## config.mk

```make
export PLATFORM = sky130hd
export DESIGN_NAME = sw_key_decoder_flat
export DESIGN_NICKNAME = d
export VERILOG_FILES = /design/src/rtl/clf_pkg.sv /design/src/rtl/sw_key_decoder_if.sv /design/src/rtl/sw_debounce.sv /design/src/rtl/sw_key_decoder.sv /design/src/flat_wrapper.sv
export SDC_FILE = /design/constraint.sdc
export NUM_CORES = 1
export LEC_CHECK = 0
export ABC_CLOCK_PERIOD_IN_PS = 2500
export CORE_ASPECT_RATIO = 1.2
export CORE_MARGIN = 4
export CORE_UTILIZATION = 60
export DETAILED_ROUTE_END_ITERATION = 8
export PLACE_DENSITY_LB_ADDON = 0.3
export SETUP_SLACK_MARGIN = 0.3
export SLEW_MARGIN = 40
export SYNTH_ARGS = -nofsm -noshare
export SYNTH_HDL_FRONTEND = slang
export SYNTH_HIERARCHICAL = 1
export SYNTH_SLANG_ARGS = --single-unit
```

## constraint.sdc

```tcl
create_clock -name clk -period 2.5 [get_ports clk]
set_input_delay 0.5 -clock clk [delete_from_list [all_inputs] [get_ports clk]]
set_output_delay 0.5 -clock clk [all_outputs]
set_load 0.01 [all_outputs]
```

## src/rtl/clf_pkg.sv

```systemverilog
// Shared types and defaults for the switch decoder and the combination-lock FSM.
package clf_pkg;

    typedef enum logic {
        StIdle = 1'b0,
        StHeld = 1'b1
    } clf_state_e;

    localparam int unsigned NUM_SW_DEF     = 8;
    localparam int unsigned KEY_W_DEF      = 3;
    localparam int unsigned SIM_DEBOUNCE   = 4;
    localparam int unsigned BOARD_DEBOUNCE = 1000000;
    localparam int unsigned CNT_W_DEF      = 20;

endpackage

```

## src/rtl/sw_key_decoder_if.sv

```systemverilog
// Switch-in / key-event-out bundle between the board switches, the decoder and its consumer.
interface sw_key_decoder_if
    import clf_pkg::*;
#(
    parameter int unsigned NUM_SW = NUM_SW_DEF,
    parameter int unsigned KEY_W  = KEY_W_DEF
);

    logic [NUM_SW-1:0] sw;
    logic [NUM_SW-1:0] sw_stable;
    logic              key_valid;
    logic [KEY_W-1:0]  key_code;
    logic              key_multi;
    logic              key_held;

    modport master (
        output sw,
        input  sw_stable, key_valid, key_code, key_multi, key_held
    );

    modport slave (
        input  sw,
        output sw_stable, key_valid, key_code, key_multi, key_held
    );

endinterface

```

## src/rtl/sw_debounce.sv

```systemverilog
// Single-bit two-flop synchroniser followed by a persistence counter; the stable level resets to 1.
module sw_debounce #(
    parameter int unsigned DEBOUNCE_CYCLES = 4,
    parameter int unsigned CNT_W           = 20
) (
    input  logic clk,
    input  logic rst,
    input  logic sw_i,
    output logic stable_o
);

    localparam logic [CNT_W-1:0] CntLast = CNT_W'(DEBOUNCE_CYCLES - 1);

    logic             s1_q, s2_q;
    logic             stable_q, stable_d;
    logic [CNT_W-1:0] cnt_q, cnt_d;

    always_comb begin
        stable_d = stable_q;
        cnt_d    = cnt_q;
        if (s2_q == stable_q) begin
            cnt_d = '0;
        end else if (cnt_q == CntLast) begin
            stable_d = s2_q;
            cnt_d    = '0;
        end else begin
            cnt_d = cnt_q + CNT_W'(1);
        end
    end

    always_ff @(posedge clk or posedge rst) begin
        if (rst) begin
            s1_q     <= 1'b1;
            s2_q     <= 1'b1;
            stable_q <= 1'b1;
            cnt_q    <= '0;
        end else begin
            s1_q     <= sw_i;
            s2_q     <= s1_q;
            stable_q <= stable_d;
            cnt_q    <= cnt_d;
        end
    end

    assign stable_o = stable_q;

endmodule

```

## src/rtl/sw_key_decoder.sv

```systemverilog
// Debounces active-low switches and turns accepted presses into one-cycle key events,
// locking out further presses until every switch has been released.
module sw_key_decoder
    import clf_pkg::*;
#(
    parameter int unsigned NUM_SW          = NUM_SW_DEF,
    parameter int unsigned KEY_W           = KEY_W_DEF,
    parameter int unsigned DEBOUNCE_CYCLES = SIM_DEBOUNCE,
    parameter int unsigned CNT_W           = CNT_W_DEF
) (
    input  logic            clk,
    input  logic            rst,
    sw_key_decoder_if.slave kbd
);

    logic [NUM_SW-1:0] stable_lvl;
    logic [NUM_SW-1:0] prev_q;
    logic [NUM_SW-1:0] fall;
    logic              fall_any, fall_multi;
    logic [KEY_W-1:0]  fall_idx;

    clf_state_e        state_q;
    logic              valid_q, multi_q;
    logic [KEY_W-1:0]  code_q;

    for (genvar i = 0; i < NUM_SW; i++) begin : g_sw
        sw_debounce #(
            .DEBOUNCE_CYCLES(DEBOUNCE_CYCLES),
            .CNT_W          (CNT_W)
        ) u_debounce (
            .clk     (clk),
            .rst     (rst),
            .sw_i    (kbd.sw[i]),
            .stable_o(stable_lvl[i])
        );
    end

    assign fall = prev_q & ~stable_lvl;

    // Clearing the lowest set bit leaves something only if two or more falls coincide.
    always_comb begin
        fall_any   = |fall;
        fall_multi = |(fall & (fall - NUM_SW'(1)));
        fall_idx   = '0;
        for (int i = NUM_SW - 1; i >= 0; i--) begin
            if (fall[i]) begin
                fall_idx = KEY_W'(i);
            end
        end
    end

    always_ff @(posedge clk or posedge rst) begin
        if (rst) begin
            state_q <= StIdle;
            prev_q  <= '1;
            valid_q <= 1'b0;
            multi_q <= 1'b0;
            code_q  <= '0;
        end else begin
            prev_q  <= stable_lvl;
            valid_q <= 1'b0;
            multi_q <= 1'b0;
            case (state_q)
                StIdle: begin
                    if (fall_multi) begin
                        multi_q <= 1'b1;
                        state_q <= StHeld;
                    end else if (fall_any) begin
                        valid_q <= 1'b1;
                        code_q  <= fall_idx;
                        state_q <= StHeld;
                    end
                end
                StHeld: begin
                    if (&stable_lvl) begin
                        state_q <= StIdle;
                    end
                end
                default: state_q <= StIdle;
            endcase
        end
    end

    assign kbd.sw_stable = stable_lvl;
    assign kbd.key_valid = valid_q;
    assign kbd.key_code  = code_q;
    assign kbd.key_multi = multi_q;
    assign kbd.key_held  = (state_q == StHeld);

endmodule

```

## src/flat_wrapper.sv

```systemverilog
// flat-port wrapper written by rule: the top's interface ports become plain ports
module sw_key_decoder_flat import clf_pkg::*;
#(
    parameter int unsigned NUM_SW          = NUM_SW_DEF,
    parameter int unsigned KEY_W           = KEY_W_DEF,
    parameter int unsigned DEBOUNCE_CYCLES = SIM_DEBOUNCE,
    parameter int unsigned CNT_W           = CNT_W_DEF
)
  (clk, rst, kbd_sw, kbd_sw_stable, kbd_key_valid, kbd_key_code, kbd_key_multi, kbd_key_held);
  sw_key_decoder_if #(.NUM_SW(NUM_SW), .KEY_W(KEY_W)) kbd_i ();
  input  logic clk;
  input  logic rst;
  input wire logic [$bits(kbd_i.sw)-1:0] kbd_sw;
  output wire logic [$bits(kbd_i.sw_stable)-1:0] kbd_sw_stable;
  output wire logic [$bits(kbd_i.key_valid)-1:0] kbd_key_valid;
  output wire logic [$bits(kbd_i.key_code)-1:0] kbd_key_code;
  output wire logic [$bits(kbd_i.key_multi)-1:0] kbd_key_multi;
  output wire logic [$bits(kbd_i.key_held)-1:0] kbd_key_held;
  assign kbd_i.sw = kbd_sw;
  assign kbd_sw_stable = kbd_i.sw_stable;
  assign kbd_key_valid = kbd_i.key_valid;
  assign kbd_key_code = kbd_i.key_code;
  assign kbd_key_multi = kbd_i.key_multi;
  assign kbd_key_held = kbd_i.key_held;
  sw_key_decoder #(.NUM_SW(NUM_SW), .KEY_W(KEY_W), .DEBOUNCE_CYCLES(DEBOUNCE_CYCLES), .CNT_W(CNT_W)) u_core (.clk(clk), .rst(rst), .kbd(kbd_i));
endmodule
```

==> impl_metrics.env, run 1 <==
export IMPL_rr_endpoint="u_core/kbd.key_code[0]"
export IMPL_htree_levels=4
export IMPL_routed_wl_um=18600
export IMPL_synth_area_top_cells="dfrtp_1 41%, xnor2_1 9.1%, dfstp_2 8.4%, nor2_1 6.7%, nor4_1 4.0%"
export IMPL_hold_path_class="reg2reg"
export IMPL_drt_iter0_drc=364
export IMPL_place_congestion=0.838
export IMPL_synth_top_area_share_pct=41.3
export IMPL_cts_sinks=198
export IMPL_crit_start="u_core/g_sw[1].u_debounce/stable_o"
export IMPL_vias=7019
export IMPL_layout_common_cells="179 x nor2_1, 166 x dfrtp_1, 104 x xnor2_1, 64 x nor4_1"
export IMPL_synth_top_area_cell="dfrtp_1"
export IMPL_status="complete, no violations"
export IMPL_vdd_drop_max_mv=0.552
export IMPL_root_buffer="clkbuf_16"
export IMPL_arrival_ns=1.64
export IMPL_hold_path_endpoint="u_core/g_sw[3].u_debounce/s2_q"
export IMPL_overflow=0
export IMPL_finalHoldViolations=0
export IMPL_postCtsHoldBufs=0
export IMPL_die_x_um=126
export IMPL_drv_cap=0
export IMPL_insertion_delay_ns=0.43
export IMPL_final_setup_viol_count=0
export IMPL_hold_depth=0
export IMPL_grt_max_degree=24
export IMPL_critical_path_required_ns=2.00
export IMPL_wl_per_cell_um=15.2
export IMPL_finalSetupTns_ns=0
export IMPL_dp_hpwl_um=13100
export IMPL_fmax_mhz=467
export IMPL_synthCells=962
export IMPL_worstSetupStartpointType="flop"
export IMPL_die_area_sq_um=18900
export IMPL_numCtsBuffers=17
export IMPL_tritoncts="built"
export IMPL_syn_num_nets=988
export IMPL_dieHeight_um=150
export IMPL_clock_path_buffers=2
export IMPL_track_usage_pct=20.7
export IMPL_crit_slowest_cell="dfstp_2"
export IMPL_crit_chain="clkdlybuf4s50_1"
export IMPL_cp_num_buf_inv=1
export IMPL_ys_types=43
export IMPL_antenna_found_initial=0
export IMPL_postCtsSetupBuffers=0
export IMPL_initial_core_util_pct=61.6
export IMPL_final_min_clock_period_ns=2.14
export IMPL_rr_worst_depth=5
export IMPL_fin_crit_sh_pct=85.7
export IMPL_placedInstanceArea_sq_um=10600
export IMPL_p_leak_nw=4.67
export IMPL_rsz0062_at_grt="no"
export IMPL_yosysWarnings=6
export IMPL_coreArea_sq_um=16300
export IMPL_syn_avg_cell_area_sq_um=10.5
export IMPL_yosys_most_used_dff="dfrtp_1"
export IMPL_dr_pass1_iters=4
export IMPL_io_pin_count=24
export IMPL_layout_commonest_cell="nor2_1"
export IMPL_rows=51
export IMPL_tightest_slew_ns=0.735
export IMPL_ys_ff_latch=198
export IMPL_via_per_inst=5.74
export IMPL_skew_ns=0.00722
export IMPL_seq_area_frac_synth_pct=49.6
export IMPL_synth_edf_count=0
export IMPL_crit_path_max_incr_delay_ns=0.61
export IMPL_r2r_start="u_core/g_sw[4].u_debounce/stable_o"
export IMPL_diodes=0
export IMPL_area_delta_synth_final_pct=10.8
export IMPL_pwr_density_cell_nw_per_um2=765
export IMPL_crit_type="reg2out"
export IMPL_timing_reg2reg_setup_slack_ns=0.58
export IMPL_cts_resized=0
export IMPL_critPathCaptureType="output port"
export IMPL_grt_first_pass_wirelength_um=32200
export IMPL_grt_pass1_vias=7001
export IMPL_syn_area_sq_um=10100
export IMPL_drtAntennaViolNets=0
export IMPL_final_area_sq_um=11200
export IMPL_worst_path_max_fanout=6
export IMPL_min_from="u_core/g_sw[3].u_debounce/s1_q"
export IMPL_drive_gt1_share_pct=13.8
export IMPL_path_clk_slew_ns=0.07
export IMPL_nets=1024
export IMPL_maxSlewHeadroom_pct=51.0
export IMPL_drc=0
export IMPL_portBuffers=23
export IMPL_slew_viol_final=0
export IMPL_cp_top_family="flip-flops"
export IMPL_async_flop_share_pct=100
## stage by stage
| step | power [mW] | instances | util [%] | setup slack (ns) | hold WS, ns |
|---|---|---|---|---|---|
| after floorplan | 5.28 | 962 | - | 0.714 | 0.345 |
| after global placement | 5.83 | 1191 | 64.7 | 0.675 | 0.346 |
| after detailed placement | 5.88 | 1191 | 64.7 | 0.581 | 0.349 |
| after CTS | 8.63 | 1223 | 68.3 | 0.315 | 0.357 |
| after global routing | 9.01 | 1223 | 68.3 | 0.304 | 0.359 |
| final | 8.53 | 1223 | 68.3 | 0.357 | 0.358 |
## layer usage
metal / track usage [%] / part of all wire [%]
met5: 0 / 0
met4: 6.49 / 1.2
met3: 5.18 / 3.9
met2: 34.8 / 50
met1: 26.4 / 45
## power by group
group,leakage (nW),switching (mW),internal (mW),total [mW]
Combinational,1.75,1.11,0.730,1.84
Clock,0.292,1.13,1.58,2.71
Sequential,2.63,0.368,3.61,3.98
Total,4.67,2.61,5.92,8.53
## worst max-delay path by stage
stage	to	slack, ns	cells past startpoint
floorplan	u_core/kbd.key_code[0]	0.71	5
global placement	u_core/kbd.key_code[0]	0.67	5
detailed placement	u_core/kbd.key_code[0]	0.58	5
CTS	kbd_sw_stable[1]	0.32	1
global route	kbd_sw_stable[6]	0.30	1
finish	kbd_sw_stable[1]	0.36	1
## flip-flops by register name, summed over array words and instances, names as in the netlist
name	count
u_core/kbd.key_valid	1
u_core/kbd.key_code	3
u_core/kbd.key_held	1
u_core/g_sw.u_debounce/s1_q	8
u_core/g_sw.u_debounce/cnt_q	160
u_core/g_sw.u_debounce/stable_o	8
u_core/kbd.key_multi	1
u_core/g_sw.u_debounce/s2_q	8
u_core/prev_q	8
## cell usage after synthesis (16+ instances only)
master    count
xor2_1       16
xnor2_1     104
inv_1        43
o21ai_1      17
nand2_1      43
nand4b_1     16
nor4_4       17
nand3_1      34
a21oi_1      35
and3_1       16
nand4_1      34
ha_1         16
nor4_1       64
nor2_1      179
dfstp_2      32
dfrtp_1     166
nor3_1       33
## cell families (layout without fill, tap and decap cells)
logic type / count (synthesis) / in the layout / synth area share, %
mux: 10 / 10 / 1.19
simple gates: 489 / 489 / 30.1
fa+ha+maj: 16 / 16 / 1.99
buf+inv: 59 / 108 / 2.30
flops: 198 / 198 / 49.6
xor+xnor: 120 / 120 / 10.4
compound gates: 70 / 70 / 4.34
## layout make-up
type,instances,area (sq um)
Sequential cell,198,4990
Clock inverter,7,92.6
Fill cell,1288,5180
Multi-Input combinational cell,705,4840
Inverter,43,161
Clock buffer,25,495
Timing Repair Buffer,33,308
Tap cell,212,265
No activity file was read; power rests on OpenSTA's default activity.
==> inputs of run 2 (changes only) <==
--- a/config.mk
+++ b/config.mk
@@ -6,6 +6,7 @@
 export NUM_CORES = 1
 export LEC_CHECK = 0
 export ABC_CLOCK_PERIOD_IN_PS = 2500
+export CAP_MARGIN = 20
 export CORE_ASPECT_RATIO = 1.2
 export CORE_MARGIN = 4
 export CORE_UTILIZATION = 60
==> results of run 2 <==
No change in the layout: final DEF, timing and power equal those of run 1.
==> inputs of run 3 (changes only) <==
--- a/config.mk
+++ b/config.mk
@@ -11,7 +11,7 @@
 export CORE_MARGIN = 4
 export CORE_UTILIZATION = 60
 export DETAILED_ROUTE_END_ITERATION = 8
-export PLACE_DENSITY_LB_ADDON = 0.3
+export PLACE_DENSITY = 0.83
 export SETUP_SLACK_MARGIN = 0.3
 export SLEW_MARGIN = 40
 export SYNTH_ARGS = -nofsm -noshare
==> impl_metrics.env, run 3 (synthesis results as in run 1) <==
export IMPL_overflow=0
export IMPL_tightest_slew_ns=0.728
export IMPL_root_buffer="clkbuf_16"
export IMPL_crit_type="reg2out"
export IMPL_drtAntennaViolNets=0
export IMPL_htree_levels=4
export IMPL_coreArea_sq_um=16300
export IMPL_maxSlewHeadroom_pct=51.5
export IMPL_crit_chain="clkdlybuf4s50_1"
export IMPL_slew_viol_final=0
export IMPL_dp_slack_ns=0.614
export IMPL_wl_per_cell_um=15.8
export IMPL_drt_iter0_drc=443
export IMPL_grt_pass1_vias=7195
export IMPL_track_usage_pct=21.8
export IMPL_drive_gt1_share_pct=13.7
export IMPL_grtUsageMet1_pct=28.4
export IMPL_final_area_sq_um=11200
export IMPL_tritoncts="built"
export IMPL_fmax_mhz=470
export IMPL_final_min_clock_period_ns=2.13
export IMPL_insertion_delay_ns=0.43
export IMPL_dieHeight_um=150
export IMPL_area_delta_synth_final_pct=10.8
export IMPL_hold_worst_slack_ns=0.354
export IMPL_die_x_um=126
export IMPL_hold_path_class="reg2reg"
export IMPL_clock_path_buffers=2
export IMPL_layout_commonest_cell="nor2_1"
export IMPL_crit_path_max_incr_delay_ns=0.61
export IMPL_placedInstanceArea_sq_um=10500
export IMPL_io_pin_count=24
export IMPL_finalWorstSetupSlack_ns=0.372
export IMPL_via_per_inst=5.87
export IMPL_skew_ns=0.00682
export IMPL_p_total_mw=8.56
export IMPL_cts_sinks=198
export IMPL_rsz0062_at_grt="no"
export IMPL_register_area_sq_um=4990
export IMPL_vias=7162
export IMPL_initial_core_util_pct=61.6
export IMPL_gr_usage_met2_pct=36.8
export IMPL_top_register="u_core/g_sw.u_debounce/cnt_q"
export IMPL_place_congestion=0.865
export IMPL_cp_num_buf_inv=1
export IMPL_antenna_found_initial=0
export IMPL_grt_busiest_layer="met2"
export IMPL_postCtsHoldBufs=0
export IMPL_crit_slowest_cell="clkdlybuf4s50_1"
export IMPL_numCtsBuffers=17
export IMPL_drc=0
export IMPL_diodes=0
export IMPL_grt_first_pass_wirelength_um=34000
export IMPL_fillers=1213
export IMPL_finalHoldViolations=0
export IMPL_pwr_density_cell_nw_per_um2=767
export IMPL_drv_cap=0
export IMPL_portBuffers=23
export IMPL_path_clk_slew_ns=0.07
export IMPL_final_setup_viol_count=0
export IMPL_grt_max_degree=24
export IMPL_rows=51
export IMPL_p_leak_nw=4.67
export IMPL_routed_wl_um=19300
export IMPL_fin_crit_sh_pct=85.1
export IMPL_vdd_drop_max_mv=0.580
export IMPL_critPathCaptureType="output port"
export IMPL_multi_input_area_sq_um=4840
export IMPL_dr_pass1_iters=5
export IMPL_nets=1022
export IMPL_use_met3_pct=5.03
export IMPL_worst_path_max_fanout=7
export IMPL_arrival_ns=1.63
export IMPL_dp_hpwl_um=13300
export IMPL_largest_reg_flops=160
export IMPL_die_area_sq_um=18900
export IMPL_status="complete, no violations"
export IMPL_layout_common_cells="179 x nor2_1, 166 x dfrtp_1, 104 x xnor2_1, 64 x nor4_1"
export IMPL_worstSetupStartpointType="flop"
export IMPL_cp_top_family="buffers and inverters"
export IMPL_finalSetupTns_ns=0
export IMPL_critical_path_required_ns=2.00
## run 3: cell types whose count changed in the layout (fill, tap and decap cells not counted), sizes merged
cell | before | now
dlymetal6s2s | 1 | 4
buf | 10 | 8
clkinv | 4 | 2
bufinv | 2 | 3
clkinvlp | 0 | 6
inv | 44 | 43
clkbuf | 25 | 21
clkdlybuf4s50 | 22 | 19
## run 3: layout make-up
cell class | count | share of cell area, %
Tap cell | 212 | 2.38
Clock buffer | 21 | 3.95
Multi-Input combinational cell | 705 | 43.4
Clock inverter | 11 | 1.37
Inverter | 43 | 1.45
Timing Repair Buffer | 31 | 2.69
Sequential cell | 198 | 44.8
## run 3: through the flow
step,instances,utilization [%]
final,1221,68.3
after global routing,1221,68.3
after CTS,1221,68.2
after detailed placement,1189,64.6
after floorplan,962,-
after global placement,1189,64.6
## run 3: what timing repair did
item / 4_1_cts / 5_1_grt
endpoints found under the setup margin: 0 / 4
gates resized for setup: 0 / 4
endpoints found under the hold margin: 0 / 0
buffers inserted: 0 / 0
## run 3: report_power, final
group          internal (mW)  switching [mW]  total [mW]  leakage, nW
Combinational          0.703            1.11        1.82         1.78
Clock                   1.58            1.18        2.75        0.266
Sequential              3.61           0.377        3.99         2.63
## run 3: metal layers
layer	vias to the layer above	share of wire [%]
li1	3459	-
met1	3531	44
met3	26	3.9
met5	-	0
met2	146	51
met4	0	1.4
## run 3: final timing paths
kind | startpoint | slack (ns) | end | depth (start not counted)
worst max-delay path | u_core/g_sw[6].u_debounce/stable_o | 0.37 | kbd_sw_stable[6] | 1
worst min-delay path | u_core/g_sw[3].u_debounce/s1_q | 0.35 | u_core/g_sw[3].u_debounce/s2_q | 0
worst max register to register | u_core/g_sw[4].u_debounce/cnt_q[5] | 0.54 | u_core/g_sw[4].u_debounce/cnt_q[5] | 4
worst min register to register | u_core/g_sw[3].u_debounce/s1_q | 0.35 | u_core/g_sw[3].u_debounce/s2_q | 0
max in group asynchronous | rst | 1.17 | u_core/g_sw[2].u_debounce/cnt_q[15] | 3
min in group asynchronous | rst | 0.79 | u_core/g_sw[2].u_debounce/cnt_q[6] | 2
